`config.mk`:
```
export PLATFORM = sky130hd
export DESIGN_NAME = step_counter_bcd
export DESIGN_NICKNAME = d
export VERILOG_FILES = /design/src/rtl/step_counter_pkg.sv /design/src/rtl/bin2bcd_seq.sv /design/src/rtl/step_counter_bcd.sv
export SDC_FILE = /design/constraint.sdc
export NUM_CORES = 1
export LEC_CHECK = 0
export CAP_MARGIN = 20
export CELL_PAD_IN_SITES_DETAIL_PLACEMENT = 0
export CELL_PAD_IN_SITES_GLOBAL_PLACEMENT = 1
export CORE_ASPECT_RATIO = 0.9
export CORE_MARGIN = 4
export CORE_UTILIZATION = 49
export CTS_CLUSTER_SIZE = 28
export DETAILED_ROUTE_END_ITERATION = 8
export GPL_ROUTABILITY_DRIVEN = 0
export PLACE_DENSITY = 0.83
export SETUP_SLACK_MARGIN = 0.1
export SLEW_MARGIN = 15
export SYNTH_ARGS = -nofsm -noshare
export SYNTH_HDL_FRONTEND = slang
export SYNTH_SLANG_ARGS = --single-unit
export TNS_END_PERCENT = 30
```
`constraint.sdc`:
```
create_clock -name clk -period 6.6 [get_ports clk]
set_input_delay 1.65 -clock clk [delete_from_list [all_inputs] [get_ports clk]]
set_output_delay 1.65 -clock clk [all_outputs]
set_load 0.1 [all_outputs]
```
`src/rtl/step_counter_pkg.sv`:
```
// Shared types and helpers for the push-button step counter and its BCD display path.
package step_counter_pkg;

    typedef enum logic [1:0] {
        StIdle,
        StShift,
        StDone
    } conv_state_e;

    typedef logic [3:0] bcd_digit_t;

    // Number of decimal digits needed to show 2**width-1.
    function automatic int unsigned bcd_digits_for(input int unsigned width);
        longint unsigned max_val;
        int unsigned     n;
        max_val = (64'd1 << width) - 64'd1;
        n = 1;
        for (int i = 0; i < 20; i++) begin
            if (max_val >= 64'd10) begin
                max_val = max_val / 64'd10;
                n++;
            end
        end
        return n;
    endfunction

endpackage

```
`src/rtl/bin2bcd_seq.sv`:
```
// Sequential double-dabble binary-to-BCD converter, one shift per clock.
// Converts whenever value_i differs from the last loaded value (or start_i); bcd_o updates atomically.
module bin2bcd_seq
    import step_counter_pkg::*;
#(
    parameter int unsigned WIDTH  = 8,
    parameter int unsigned DIGITS = 3
) (
    input  logic                  clk,
    input  logic                  reset,
    input  logic                  start_i,
    input  logic [WIDTH-1:0]      value_i,
    output logic [4*DIGITS-1:0]   bcd_o,
    output logic                  valid_o
);

    localparam int unsigned CntW = $clog2(WIDTH + 1);

    conv_state_e          state_q, state_d;
    logic [WIDTH-1:0]     value_q, value_d;
    logic [WIDTH-1:0]     bin_q, bin_d;
    logic [4*DIGITS-1:0]  scratch_q, scratch_d;
    logic [4*DIGITS-1:0]  adjusted;
    logic [4*DIGITS-1:0]  bcd_q, bcd_d;
    logic [CntW-1:0]      cnt_q, cnt_d;
    logic                 valid_q, valid_d;
    logic                 value_changed;

    assign value_changed = (value_i != value_q);

    always_comb begin
        adjusted = scratch_q;
        for (int d = 0; d < int'(DIGITS); d++) begin
            bcd_digit_t digit;
            digit = scratch_q[4*d +: 4];
            if (digit >= 4'd5) begin
                adjusted[4*d +: 4] = digit + 4'd3;
            end
        end
    end

    always_comb begin
        state_d   = state_q;
        value_d   = value_q;
        bin_d     = bin_q;
        scratch_d = scratch_q;
        cnt_d     = cnt_q;
        bcd_d     = bcd_q;
        valid_d   = valid_q;
        case (state_q)
            StIdle: begin
                if (start_i || value_changed) begin
                    state_d   = StShift;
                    value_d   = value_i;
                    bin_d     = value_i;
                    scratch_d = '0;
                    cnt_d     = '0;
                    valid_d   = 1'b0;
                end
            end
            StShift, StDone: begin
                // A new value mid-conversion restarts it; bcd_q is never touched until DONE.
                if (value_changed) begin
                    state_d   = StShift;
                    value_d   = value_i;
                    bin_d     = value_i;
                    scratch_d = '0;
                    cnt_d     = '0;
                    valid_d   = 1'b0;
                end else if (state_q == StShift) begin
                    {scratch_d, bin_d} = {adjusted[4*DIGITS-2:0], bin_q, 1'b0};
                    cnt_d = cnt_q + CntW'(1);
                    if (cnt_q == CntW'(WIDTH - 1)) begin
                        state_d = StDone;
                    end
                end else begin
                    bcd_d   = scratch_q;
                    valid_d = 1'b1;
                    state_d = StIdle;
                end
            end
            default: state_d = StIdle;
        endcase
    end

    always_ff @(posedge clk or posedge reset) begin
        if (reset) begin
            state_q   <= StIdle;
            value_q   <= '0;
            bin_q     <= '0;
            scratch_q <= '0;
            cnt_q     <= '0;
            bcd_q     <= '0;
            valid_q   <= 1'b1;
        end else begin
            state_q   <= state_d;
            value_q   <= value_d;
            bin_q     <= bin_d;
            scratch_q <= scratch_d;
            cnt_q     <= cnt_d;
            bcd_q     <= bcd_d;
            valid_q   <= valid_d;
        end
    end

    assign bcd_o   = bcd_q;
    assign valid_o = valid_q;

endmodule

```
`src/rtl/step_counter_bcd.sv`:
```
// Push-button step counter (up/down, saturate/wrap) with sequential BCD output.
// Define STEP_COUNTER_DEBOUNCE_EN to insert the debounce filter after the synchroniser.
module step_counter_bcd
    import step_counter_pkg::*;
#(
    parameter int unsigned WIDTH           = 8,
    parameter int unsigned STEP            = 10,
    parameter int unsigned LIMIT           = 150,
    parameter int unsigned DIGITS          = 3,
    parameter int unsigned DEBOUNCE_CYCLES = 500000
) (
    input  logic                  clk,
    input  logic                  reset,
    input  logic                  button_i,
    input  logic                  enable_i,
    input  logic                  dir_i,
    output logic [WIDTH-1:0]      count_o,
    output logic [4*DIGITS-1:0]   bcd_o,
    output logic                  bcd_valid_o,
    output logic                  wrap_o
);

    if (64'(LIMIT) >= (64'd1 << WIDTH)) begin : g_chk_limit
        $error("LIMIT must be below 2**WIDTH");
    end
    if (STEP < 1 || STEP > LIMIT) begin : g_chk_step
        $error("STEP must be in 1..LIMIT");
    end
    if (bcd_digits_for(WIDTH) > DIGITS) begin : g_chk_digits
        $error("DIGITS too small for WIDTH");
    end
    if (DEBOUNCE_CYCLES < 1) begin : g_chk_debounce
        $error("DEBOUNCE_CYCLES must be at least 1");
    end

    localparam logic [WIDTH-1:0] StepN  = WIDTH'(STEP);
    localparam logic [WIDTH-1:0] LimitN = WIDTH'(LIMIT);
    localparam logic [WIDTH:0]   StepX  = (WIDTH + 1)'(STEP);
    localparam logic [WIDTH:0]   LimitX = (WIDTH + 1)'(LIMIT);

    logic [1:0] sync_q, sync_d;
    logic [1:0] fill_q, fill_d;
    logic       armed_q, armed_d;
    logic       level_prev_q, level_prev_d;
    logic       press_q, press_d;
    logic       level;

`ifdef STEP_COUNTER_DEBOUNCE_EN
    localparam int unsigned DbW = $clog2(DEBOUNCE_CYCLES + 1);

    logic [DbW-1:0] db_cnt_q, db_cnt_d;
    logic           level_q, level_d;

    always_comb begin
        db_cnt_d = '0;
        level_d  = level_q;
        if (sync_q[1] != level_q) begin
            if (db_cnt_q == DbW'(DEBOUNCE_CYCLES - 1)) begin
                level_d = sync_q[1];
            end else begin
                db_cnt_d = db_cnt_q + DbW'(1);
            end
        end
    end

    always_ff @(posedge clk or posedge reset) begin
        if (reset) begin
            db_cnt_q <= '0;
            level_q  <= 1'b0;
        end else begin
            db_cnt_q <= db_cnt_d;
            level_q  <= level_d;
        end
    end

    assign level = level_q;
`else
    assign level = sync_q[1];
`endif

    // Edges are only honoured once the button has been seen released after reset,
    // so a button held through reset does not count as a press.
    always_comb begin
        sync_d       = {sync_q[0], button_i};
        fill_d       = {fill_q[0], 1'b1};
        armed_d      = armed_q | (fill_q[1] & ~sync_q[1]);
        level_prev_d = level;
        press_d      = armed_q & level & ~level_prev_q;
    end

    always_ff @(posedge clk or posedge reset) begin
        if (reset) begin
            sync_q       <= '0;
            fill_q       <= '0;
            armed_q      <= 1'b0;
            level_prev_q <= 1'b0;
            press_q      <= 1'b0;
        end else begin
            sync_q       <= sync_d;
            fill_q       <= fill_d;
            armed_q      <= armed_d;
            level_prev_q <= level_prev_d;
            press_q      <= press_d;
        end
    end

    logic [WIDTH-1:0] count_q, count_d;
    logic             wrap_q, wrap_d;
    logic [WIDTH:0]   sum;

    always_comb begin
        count_d = count_q;
        wrap_d  = 1'b0;
        sum     = {1'b0, count_q} + StepX;
        if (!enable_i) begin
            count_d = '0;
        end else if (press_q) begin
            if (!dir_i) begin
                if (count_q == LimitN) begin
                    count_d = '0;
                    wrap_d  = 1'b1;
                end else if (sum > LimitX) begin
                    count_d = LimitN;
                end else begin
                    count_d = sum[WIDTH-1:0];
                end
            end else begin
                if (count_q == '0) begin
                    count_d = LimitN;
                    wrap_d  = 1'b1;
                end else if ({1'b0, count_q} < StepX) begin
                    count_d = '0;
                end else begin
                    count_d = count_q - StepN;
                end
            end
        end
    end

    always_ff @(posedge clk or posedge reset) begin
        if (reset) begin
            count_q <= '0;
            wrap_q  <= 1'b0;
        end else begin
            count_q <= count_d;
            wrap_q  <= wrap_d;
        end
    end

    assign count_o = count_q;
    assign wrap_o  = wrap_q;

    bin2bcd_seq #(
        .WIDTH  (WIDTH),
        .DIGITS (DIGITS)
    ) u_bin2bcd (
        .clk     (clk),
        .reset   (reset),
        .start_i (1'b0),
        .value_i (count_q),
        .bcd_o   (bcd_o),
        .valid_o (bcd_valid_o)
    );

endmodule
```
# == Word-level counts from Yosys, hierarchy flattened ==
# Cells that the tools add are included.
# totals
reg_bits,63
word_cells,89
input_bits,5
output_inout_bits,22
# classes
n_addsub,6
n_lt_le_gt_ge,5
reduce_logical,10
bitwise_logic,8
eq_ne,10
muxes,36
# ops
op,n
2-to-1 mux 8 bit,10
2-to-1 mux 12 bit,3
one-hot mux 12 bit (2 select lines),1
2-to-1 mux 4 bit,5
one-hot mux 8 bit (2 select lines),1
greater-or-equal comparator 4 x 3 -> 1 bit (second input constant),3
adder 8 x 4 -> 9 bit (second input constant),1
greater-than comparator 9 x 8 -> 1 bit (second input constant),1
AND reduction 3 bit,3
adder 4 x 2 -> 4 bit (second input constant),2
equality test 8 bit (second input constant),1
zero test 8 bit,1
< comparator 8 x 4 -> 1 bit (second input constant),1
2-to-1 mux 1 bit,8
2-to-1 mux 2 bit,4
!= test 8 bit,1
one-hot mux 4 bit (2 select lines),1
subtractor 8 x 4 -> 8 bit (second input constant),1
adder 4 x 1 -> 4 bit (second input constant),1
equality test 4 x 3 -> 1 bit (second input constant),1
!= test 2 x 1 -> 1 bit (second input constant),2
!= test 4 x 3 -> 1 bit (second input constant),1
inverter 1 bit,4
one-hot mux 2 bit (2 select lines),1
14 further kinds,17

# == Logic depth before layout (Yosys ltp) ==
# logic_depth
ltp_word,7
depth_mapped,8

# == Hierarchy ==
# Synthesis repeated with hierarchy kept, for this count alone.
# unflattened
cells_unflattened,333
area_unflattened_um2,3550.9
# by_module_without_submodules
mod,seq_area_each_um2,area_per_inst_um2,n_inst,cells_each
bin2bcd_seq,1177.4,2408.6,1,201
step_counter_bcd,375.4,1142.3,1,132

# == Worst setup path after synthesis ==
# OpenSTA, ideal clock, no wires.
# synth_path
path_type,flip-flop to flip-flop
startpoint,register count_q[1] (netlist: count_o[1])
endpoint,register count_q[4] (netlist: count_o[4])
required_ns,6.466
path_stages_with_launch,9
setup_time_ns,0.134
slack_ns,3.693
arrival_ns,2.773
cell_sequence,dfrtp_1 > clkbuf_1 > inv_1 > ha_1 > nand2b_1 > a2111oi_0 > a222oi_1 > a2111oi_0 > o22ai_1
# synth_via
elab_chain_len,7
# synth_lines
item,line_no,source
"start, declared",step_counter_bcd.sv:107,"logic [WIDTH-1:0] count_q, count_d;"
"start signal, assigned",step_counter_bcd.sv:145,count_q <= count_d;
adder 8 x 4 -> 9 bit,step_counter_bcd.sv:114,"sum = {1'b0, count_q} + StepX;"
greater-than comparator 9 x 8 -> 1 bit,step_counter_bcd.sv:122,end else if (sum > LimitX) begin
2-to-1 mux 8 bit,step_counter_bcd.sv:122,
2-to-1 mux 8 bit,step_counter_bcd.sv:119,if (count_q == LimitN) begin
2-to-1 mux 8 bit (*),step_counter_bcd.sv:118,if (!dir_i) begin
2-to-1 mux 8 bit (*),step_counter_bcd.sv:117,end else if (press_q) begin
2-to-1 mux 8 bit (*),step_counter_bcd.sv:115,if (!enable_i) begin
# Every way passes the cells marked *; elsewhere a longest branch is shown, timed or not. The select of a mux whose other input is x is not followed.
# A chain may end at the register's enable or synchronous reset.

# == Final worst setup path ==
# layout_path
startpoint,register count_q[5] (netlist: count_o[5])
endpoint,output port count_o[5]
# layout_rtl
item,line_no,source
"end, declared",step_counter_bcd.sv:17,"output logic [WIDTH-1:0] count_o,"
# No word-level cell between the ends.

==> metrics.md <==
| Metric | Value |
|---|---|
| Run status | finished, final reports clean |
| Most common flop cell mapped by yosys | dfrtp_1 |
| Die outline area | 8160 sq um |
| Drt first-iter violations | 194 |
| Class of the tightest hold or removal check | reg -> reg |
| Routed wire length per instance | 14.8 um |
| Post-route DRC | 0 |
| Leading cell types in the layout, fill and taps excluded | 59 x dfrtp_1, 38 x nand2_1, 25 x o21ai_0, 25 x clkdlybuf4s50_1, 20 x inv_1 |
| Leak pwr | 0.00166 uW |
| Register bit total from synthesis | 60 |
| Synthesis Warnings | 0 |
| Gr usage total | 0.175 |
| EDFF count, synth | 0 |
| Worst setup path end | count_o[5] |
| Setup Buffers After CTS | 0 |
| Post-route clock skew | 0.0120 ns |
| Slowest library cell on the worst path | clkdlybuf4s50_1 |
| Number of input and output port buffers inserted | 25 |
| Number of max-cap violations | 0 |
| Number of standard-cell rows in the floorplan | 28 |
| CTS Buffer Depth | 2 |
| Number of hold-slack violations in the final timing report | 0 |
| Most common cell after layout, fill and taps aside | dfrtp_1 |
| I/O Pins | 27 |
| Number of buffers added by the clock tree synthesis step | 9 |
| Arrival time of data at the critical path endpoint | 2.30 ns |
| Clock insertion delay at the later pin of the skew report | 0.35 ns |
| Register clock-pin slew on the reported worst setup and hold paths | 0.07 ns |
| Share of post-route cells with drive strength above 1 | 0.125 |
| Unrepaired setup endpoints after global routing | false |
| Worst Max-Slew Pin Slew | 1.08 ns |
| Shortest clock period the worst path allows after layout | 3.95 ns |
| R2r setup slk | 3.47 ns |
| Final Net Count | 373 |
| Remaining Overflow, GRT | 0 |
| Residual antenna-violating net count after detailed routing | 0 |
| First-pass detailed-route iteration total | 5 |
| Class of the most critical setup path | reg -> out |
| Clk Tree Root Cell | clkbuf_8 |
| Initial core utilization | 0.504 |
| # resized after CTS | 0 |
| Core Region | 6590 sq um |
| Worst reg2reg path depth | 5 |
| Syn Inst Count | 337 |
| Synthesized area | 3320 sq um |
| Final routed wirelength across all metal layers | 6650 um |
| Die Y | 86.1 um |
| Total count of max-transition violations in the final report | 0 |
| Number of distinct library cells after synthesis | 57 |
| End of the worst register-to-register path | u_bin2bcd.bcd_o[8]$_DFFE_PP0P_ |
| Average cell area after synthesis | 9.85 sq um |
| Number of buffer and inverter instances along the worst setup path | 1 |
| Sequential area share after synthesis | 0.453 |
| DIE WIDTH | 94.8 um |
| Number of antenna violations at the first check in global routing | 0 |
| Diodes inserted | 0 |
| Critical path depth | 1 |
| Critical R2R Launch | count_o[5]$_DFFE_PP0P_ |
| Dpl hpwl | 4450 um |
| CTS H-tree lvls | 3 |
| Sum of negative setup slack | 0 ns |
| Cell breakdown of the critical path | clkdlybuf4s50_1 |
| Net count after synthesis | 356 |
| Sink Count | 60 |
| Vias in the first global route | 2293 |
| Area Growth Syn to Fin | 13.9% |
| Async set-reset flop share out of synthesis | 1.00 |
| Launching instance or port of the critical path | count_o[5]$_DFFE_PP0P_ |
| Tcrit/Tclk final | 0.598 |
| Delay of the slowest cell on the worst path | 1.25 ns |
| Number of vias after detailed routing | 2493 |
| Fill cell instance count of the final layout | 611 |
| Max-slew headroom | 0.281 |
| Post-CTS Hold Buffers | 0 |
| Worst setup SP type | flop |
| Number of vias per cell | 5.55 |
| Wire length of the first global-routing pass | 11200 um |
| Crit-path leading delay family | buffers and inverters |
| Share of the core filled with cells | 0.574 |
| Endpoints failing setup | 0 |
| Achievable clock frequency | 0.253 GHz |
| Power density over cell area | 261 nW/um^2 |
| Peak supply drop | 0.138 mV |
| Sort of element at the end of the critical path | output port |
| Largest net degree at the start of global routing | 61 |
| CTS tree | yes |
| Maximum fanout encountered on the critical timing path | 16 |
| Critical path data required time | 4.95 ns |
[routing by layer]
| metal | global-route usage | routed length, um | vias up |
|---|---|---|---|
| li1 | - | - | 1230 |
| met1 | 0.253 | 3260 | 1185 |
| met2 | 0.248 | 2940 | 67 |
| met3 | 0.0430 | 335 | 11 |
| met4 | 0.0747 | 109 | 0 |
| met5 | 0 | 0 | - |
[worst min-delay path by stage]
stage                   startpoint                  end  depth (start not counted)  slack, ns
2_1_floorplan  fill_q[0]$_DFF_PP0_  fill_q[1]$_DFF_PP0_                          0       0.33
3_3_place_gp   sync_q[0]$_DFF_PP0_  sync_q[1]$_DFF_PP0_                          0       0.33
3_5_place_dp   fill_q[0]$_DFF_PP0_  fill_q[1]$_DFF_PP0_                          0       0.34
4_1_cts        fill_q[0]$_DFF_PP0_  fill_q[1]$_DFF_PP0_                          0       0.36
5_1_grt        fill_q[0]$_DFF_PP0_  fill_q[1]$_DFF_PP0_                          0       0.37
6_report       fill_q[0]$_DFF_PP0_  fill_q[1]$_DFF_PP0_                          0       0.35
[worst register-to-register path: stages, from the launching register on]
cell and delay [ns]:
dfrtp_1 0.70, xnor2_1 0.18, nand4_1 0.23, or3_1 0.81
nor2_2 0.69, mux2_2 0.41
[cell type report]
cell class                 instances  area (sq um)  area share
clock inverter                     6          48.8      0.0129
clock buffer                      10           138      0.0364
tap                               90           113      0.0298
inverter                          21          78.8      0.0208
timing repair buffer              27           265      0.0702
sequential                        60          1500       0.397
multi-input combinational        235          1640       0.432
[kinds of logic after synthesis]
kind of cell / synth area share
AOI/OAI and AO/OA: 0.193
and+or+nand+nor: 0.135
DFF: 0.453
buffers and inverters: 0.0573
muxes: 0.0724
adders and majority gates: 0.0528
xor gates and xnor gates: 0.0343
other: 0.00226
[cells in the mapped netlist, drive strengths merged, types with 2 or more instances]
cell type / number / share of area
clkbuf: 11 / 0.012
a21boi: 3 / 0.0068
nand2b: 6 / 0.011
o21a: 2 / 0.0045
nand2: 38 / 0.043
nand3: 6 / 0.0090
buf: 10 / 0.021
mux2i: 6 / 0.018
nor4: 2 / 0.0057
o41ai: 2 / 0.0053
a32o: 5 / 0.015
o21bai: 4 / 0.0090
nor3: 3 / 0.0045
a21oi: 15 / 0.023
xnor2: 11 / 0.029
mux2: 16 / 0.054
a21o: 3 / 0.0068
a41oi: 2 / 0.0053
and3: 2 / 0.0038
ha: 14 / 0.053
or2: 5 / 0.0094
o21ai: 25 / 0.038
nand4: 3 / 0.0057
o211ai: 3 / 0.0068
o31ai: 14 / 0.033
a2111oi: 2 / 0.0053
xor2: 2 / 0.0053
dfrtp: 59 / 0.44
or3: 2 / 0.0038
nor2b: 3 / 0.0057
nor2: 12 / 0.014
and2: 2 / 0.0038
o22ai: 3 / 0.0057
inv: 21 / 0.024
conb: 2 / 0.0023
o221ai: 2 / 0.0053
[power by group]
group,switching (uW),internal [uW],leakage (uW)
sequential,34.4,392,0.000806
clock,158,149,0.0000851
combinational,171,84.5,0.000765
total,363,625,0.00166
[per-stage QoR]
stage / power (uW) / cell area [sq um] / hold slack, ns / setup slack, ns / std cells
2_1_floorplan: 632 / 3320 / 0.331 / 3.47 / 337
3_3_place_gp: 685 / 3590 / 0.334 / 3.03 / 433
3_5_place_dp: 688 / 3590 / 0.339 / 3.02 / 433
4_1_cts: 1000 / 3780 / 0.357 / 2.64 / 449
5_1_grt: 1040 / 3780 / 0.372 / 2.56 / 449
6_report: 989 / 3780 / 0.354 / 2.65 / 449
[flip-flops by register name, summed over array words and instances (netlist names)]
register / flops
armed_q: 1
sync_q: 2
u_bin2bcd.state_q: 2
u_bin2bcd.scratch_q: 12
press_q: 1
count_o: 7
wrap_o: 1
u_bin2bcd.value_q: 7
u_bin2bcd.bcd_o: 12
fill_q: 2
level_prev_q: 1
u_bin2bcd.valid_o: 1
u_bin2bcd.cnt_q: 4
u_bin2bcd.bin_q: 7
No activity file was read; power rests on OpenSTA's default activity.
